===== config.mk =====
export PLATFORM = sky130hd
export DESIGN_NAME = fetch_ctrl
export DESIGN_NICKNAME = d
export VERILOG_FILES = /design/src/rtl/fetch_ctrl.sv
export SDC_FILE = /design/constraint.sdc
export NUM_CORES = 1
export LEC_CHECK = 0
export ABC_AREA = 1
export CAP_MARGIN = 20
export CORE_ASPECT_RATIO = 0.5
export CORE_UTILIZATION = 36
export CTS_CLUSTER_SIZE = 12
export DETAILED_ROUTE_END_ITERATION = 8
export PLACE_DENSITY = 0.77
export SYNTH_ARGS = -nofsm -noshare
export SYNTH_HDL_FRONTEND = slang
export SYNTH_SLANG_ARGS = --single-unit

===== constraint.sdc =====
create_clock -name clk_87 -period 2.3 [get_ports clk_87]
set_input_delay 0.69 -clock clk_87 [delete_from_list [all_inputs] [get_ports clk_87]]
set_output_delay 0.69 -clock clk_87 [all_outputs]
set_load 0.01 [all_outputs]

===== src/rtl/fetch_ctrl.sv =====
// Fetch sequencing/hazard controller: merges EX branch, ID jump, load-use and halt
// requests into fetch-unit controls, with a post-reset boot hold-off and perf counters.
module fetch_ctrl #(
    parameter int unsigned                  ADDR_WIDTH   = 32,
    parameter logic [ADDR_WIDTH-1:0]        BOOT_VEC     = '0,
    parameter int unsigned                  BOOT_CYCLES  = 2,
    parameter int unsigned                  FLUSH_CYCLES = 2,
    parameter int unsigned                  CNT_WIDTH    = 16
) (
    input  logic                  clk_87,
    input  logic                  rst_n_87,
    input  logic                  ex_br_taken_87,
    input  logic [ADDR_WIDTH-1:0] ex_br_tgt_87,
    input  logic                  id_jump_87,
    input  logic [ADDR_WIDTH-1:0] id_jump_tgt_87,
    input  logic                  ex_memrd_87,
    input  logic [4:0]            ex_rt_87,
    input  logic [4:0]            id_rs_87,
    input  logic [4:0]            id_rt_87,
    input  logic                  id_uses_rt_87,
    input  logic                  halt_req_87,
    input  logic                  resume_87,
    output logic [ADDR_WIDTH-1:0] pc_87,
    output logic                  sel_87,
    output logic                  stall_87,
    output logic                  flush_87,
    output logic                  bubble_87,
    output logic                  halted_87,
    output logic [CNT_WIDTH-1:0]  stall_cnt_87,
    output logic [CNT_WIDTH-1:0]  flush_cnt_87
);

    localparam logic [3:0]           BootLoad  = 4'(BOOT_CYCLES);
    localparam logic [1:0]           FlushLoad = 2'(FLUSH_CYCLES);
    localparam logic [CNT_WIDTH-1:0] CntOne    = CNT_WIDTH'(1);

    typedef enum logic [1:0] {StBoot, StRun, StHalt} state_e;

    state_e               state_q;
    logic [3:0]           boot_q;
    logic [1:0]           flush_q;
    logic                 hz_q;
    logic [CNT_WIDTH-1:0] stall_cnt_q;
    logic [CNT_WIDTH-1:0] flush_cnt_q;

    logic in_run, in_halt, boot_last, flushing;
    logic hz_raw, br_acc, jmp_acc, hz_acc, halt_acc;

    always_comb begin
        in_run    = (state_q == StRun);
        in_halt   = (state_q == StHalt);
        boot_last = (state_q == StBoot) && (boot_q == 4'd1);
        flushing  = (flush_q != 2'd0);
        hz_raw    = ex_memrd_87 && (ex_rt_87 != 5'd0) &&
                    ((ex_rt_87 == id_rs_87) || (id_uses_rt_87 && (ex_rt_87 == id_rt_87)));
        br_acc    = in_run && ex_br_taken_87;
        // ID-stage requests come from a squashed path while flushing
        jmp_acc   = in_run && id_jump_87 && !ex_br_taken_87 && !flushing;
        // hz_q limits a held hazard to a single stall cycle
        hz_acc    = in_run && hz_raw && !ex_br_taken_87 && !jmp_acc && !flushing && !hz_q;
        halt_acc  = in_run && halt_req_87 && !br_acc && !jmp_acc && !flushing;
    end

    always_comb begin
        sel_87 = br_acc || jmp_acc || boot_last;
        if (br_acc) begin
            pc_87 = ex_br_tgt_87;
        end else if (jmp_acc) begin
            pc_87 = id_jump_tgt_87;
        end else if (boot_last) begin
            pc_87 = BOOT_VEC;
        end else begin
            pc_87 = '0;
        end
        stall_87     = ((state_q == StBoot) && !boot_last) || in_halt || hz_acc;
        bubble_87    = hz_acc;
        flush_87     = flushing;
        halted_87    = in_halt;
        stall_cnt_87 = stall_cnt_q;
        flush_cnt_87 = flush_cnt_q;
    end

    always_ff @(posedge clk_87 or negedge rst_n_87) begin
        if (!rst_n_87) begin
            state_q     <= StBoot;
            boot_q      <= BootLoad;
            flush_q     <= 2'd0;
            hz_q        <= 1'b0;
            stall_cnt_q <= '0;
            flush_cnt_q <= '0;
        end else begin
            hz_q <= hz_acc;
            if (br_acc) begin
                flush_q <= FlushLoad;
            end else if (jmp_acc) begin
                flush_q <= 2'd1;
            end else if (flushing) begin
                flush_q <= flush_q - 2'd1;
            end
            if (stall_87 && (stall_cnt_q != '1)) begin
                stall_cnt_q <= stall_cnt_q + CntOne;
            end
            if ((br_acc || jmp_acc) && (flush_cnt_q != '1)) begin
                flush_cnt_q <= flush_cnt_q + CntOne;
            end
            unique case (state_q)
                StBoot: begin
                    if (boot_last) begin
                        state_q <= StRun;
                    end else begin
                        boot_q <= boot_q - 4'd1;
                    end
                end
                StRun: begin
                    if (halt_acc) begin
                        state_q <= StHalt;
                    end
                end
                StHalt: begin
                    if (resume_87) begin
                        state_q <= StRun;
                    end
                end
                default: state_q <= StBoot;
            endcase
        end
    end

endmodule

==> run metrics <==
combinational fraction of design power=54.9%; vias in the first global route=3084; post-synthesis adder-cell area fraction=1.67%; clock share of power=17.5%; unrepaired setup endpoints after global routing=yes; Worst Path Arrival=1.62 ns; Yosys cell types=34; register area share after synthesis=34.3%; top cell type's share of synthesized area=33.4%; CTS tree=done; VDD IR-drop max=0.592 mV; post-DP HPWL=6990 microns; max-slew violations=0; worst hold-check path type=in2async; Clock Path Buffers=2; Hold Fails Final Rpt=0; Ports=156; Initial DRT Pass Iterations=7; synth top area cells=dfrtp_1 (33%), nand2_1 (16%), a32o_1 (10%), nand3_1 (6.8%), inv_1 (5.6%); CTS buffer count=5; maxcap violations=0; Tcrit/Tclk final=100%; Setup CP Type=in2out; Filler cells=735; status=complete, but fails checks; Synth Area in Compound Gates=13.4%; Worst Setup Start Kind=primary input; PD cells=808 nW/um^2; R2R setup slack=0.34 ns; area leader, netlist=dfrtp_1; Post-synth ARST share=100%; commonest cells after routing, fill and taps aside=nand2_1 (123), clkdlybuf4s50_1 (99), inv_1 (40), nand3_1 (40), dfrtp_1 (40); H-tree depth=2; routed wire length=9830 microns; number of synthesized flops with an enable pin=0; Gate Count Post-Synth=408; register area=1030 sq um; Die X=131 microns; CTS sink cnt=41; min Tclk post-route=2.31 ns; Yosys warnings=0; Post-Layout Cell Count=696; Max Clk Rate=0.433 GHz; Slew @ Worst Pin=0.540 ns; reg2reg end=stall_cnt_87[5]; Slew HR=64.0%; Primary FF master, synth=dfrtp_1; number of remaining DRC errors=0; Via density=4.91; XOR/XNOR share of the synthesized area=7.60%; starting density of the core=37.3%; register share of total power=27.6%; post-route core utilization=61.3%; 1st-iter DRT viols=245; Mapped Area=3000 sq um; largest net degree at the start of global routing=42; WHS=0.468 ns; Setup TNS=-0.0101 ns; total power=0.00397 W; internal power=0.00232 W; Worst-Skew Late Latency=0.29 ns; NetSw=0.00165 W; hold buffers post-CTS=0; IO buf count=155; setup violators final=1; initial antenna violation count=0; Synth Area in Simple Gates=34.6%; CP required=1.61 ns; final setup margin=-0.0101 ns; GPL Wtd Cong=0.865; Pleak=2.34 nW; via count=3418; area delta synth->final=64.2%; CTS root buffer=clkbuf_16; failing checks=setup timing; area occupied by multi-input gates=1780 sq um; total core area=8030 sq um; crit path max fanout=3; mux contribution to synthesized area=0%; share of layout cells above drive strength 1=20.2%; most common cell after layout, fill and taps aside=nand2_1; clock skew=0.00531 ns; largest family of logic cells by synthesized area=simple AND/OR/NAND/NOR gates; total congestion overflow=0; Clk pin slew, worst setup/hold paths=0.06 ns; RR Startpoint=stall_cnt_87[0]; antenna-violating nets left=0; R2R depth=9; row count=23; first-pass GRT wire length=14900 microns; nets@finish=674; antenna cells=0; GRT Overall Usage=22.1%; full die area=8720 sq um; synthesized area per cell=7.34 sq um; Post-Syn Nets=499; Die Y-Extent=66.5 microns; dpl cells=682; #FFs+latches synth=41; routed len/inst=14.1 microns; switching share of power=41.6%; Crit. End Element=primary output
## power groups by stage
stage	clock (W)	combinational (W)	sequential, W
5_1_grt	0.000736	0.00239	0.00112
2_1_floorplan	0	0.00110	0.00111
6_report	0.000695	0.00218	0.00110
3_5_place_dp	0	0.00213	0.00110
3_3_place_gp	0	0.00209	0.00109
4_1_cts	0.000711	0.00215	0.00109
## registers in the layout, indices dropped and copies added (netlist names)
signal        cells
hz_q              1
flush_cnt_87     16
stall_cnt_87     16
state_q           2
flush_q           2
boot_q            4
## metrics by stage
step	area, sq um	setup slack [ns]
6_report	4920	-0.0101
5_1_grt	4920	-0.0632
4_1_cts	4890	-0.0334
3_5_place_dp	4780	-0.833
3_3_place_gp	4780	-0.763
2_1_floorplan	3000	0.0709
## per-layer routing
metal,vias to the layer above,track usage (%),wire [microns]
met2,83,35.4,4850
met1,1604,30.8,4470
li1,1720,-,-
met3,11,4.10,409
met4,0,4.60,95
met5,-,0,0
## kinds of logic after synthesis
| kind of cell | count (synthesis) |
|---|---|
| AO/OA/AOI/OAI | 47 |
| XOR/XNOR | 26 |
| adder cells (fa/ha/maj) | 4 |
| buffers and inverters | 61 |
| flip-flops | 41 |
| AND/OR/NAND/NOR | 229 |
## cell usage after synthesis, drive strengths merged, types with 2 or more instances
cell    count
clkbuf      6
o21ai      12
nand4       3
nor2       35
ha          4
a21oi       2
nand3      44
xnor2       8
a32o       30
dfrtp      40
nor3       12
inv        47
nand2     133
xor2       18
buf         8
## worst max path at each step
stage,end,slack [ns],from,cells after the start
after floorplan,stall_87,0.07,boot_q[1],6
after detailed placement,pc_87[21],-0.83,ex_br_taken_87,7
after global routing,stall_87,-0.06,ex_br_taken_87,11
after global placement,pc_87[16],-0.76,ex_br_taken_87,7
final,stall_87,-0.01,ex_br_taken_87,11
after CTS,pc_87[19],-0.03,ex_br_taken_87,9
## worst max-delay path: stages
cell,delay [ns]
buf_8,0.10
inv_6,0.05
nand2_4,0.04
nor2_4,0.15
buf_6,0.13
nor2_4,0.03
nand2_1,0.08
nor2_2,0.05
nand2_2,0.10
nand2_4,0.07
buf_6,0.12
## cell type report
cell class	count	area share, %
Tap cell	112	2.85
Timing Repair Buffer	182	33.5
Sequential cell	41	20.9
Inverter	47	3.74
Multi-Input combinational cell	306	36.2
Clock inverter	3	0.356
Clock buffer	5	2.54
## repair_timing
item                                   CTS  global route
buffers inserted                         4             0
setup endpoints to repair               35            27
endpoints found under the hold margin    0             0
pin swaps                               20            15
cloned                                   3             1
resized for setup                      204            28
Note: power is estimated with default switching activity, not from simulation.
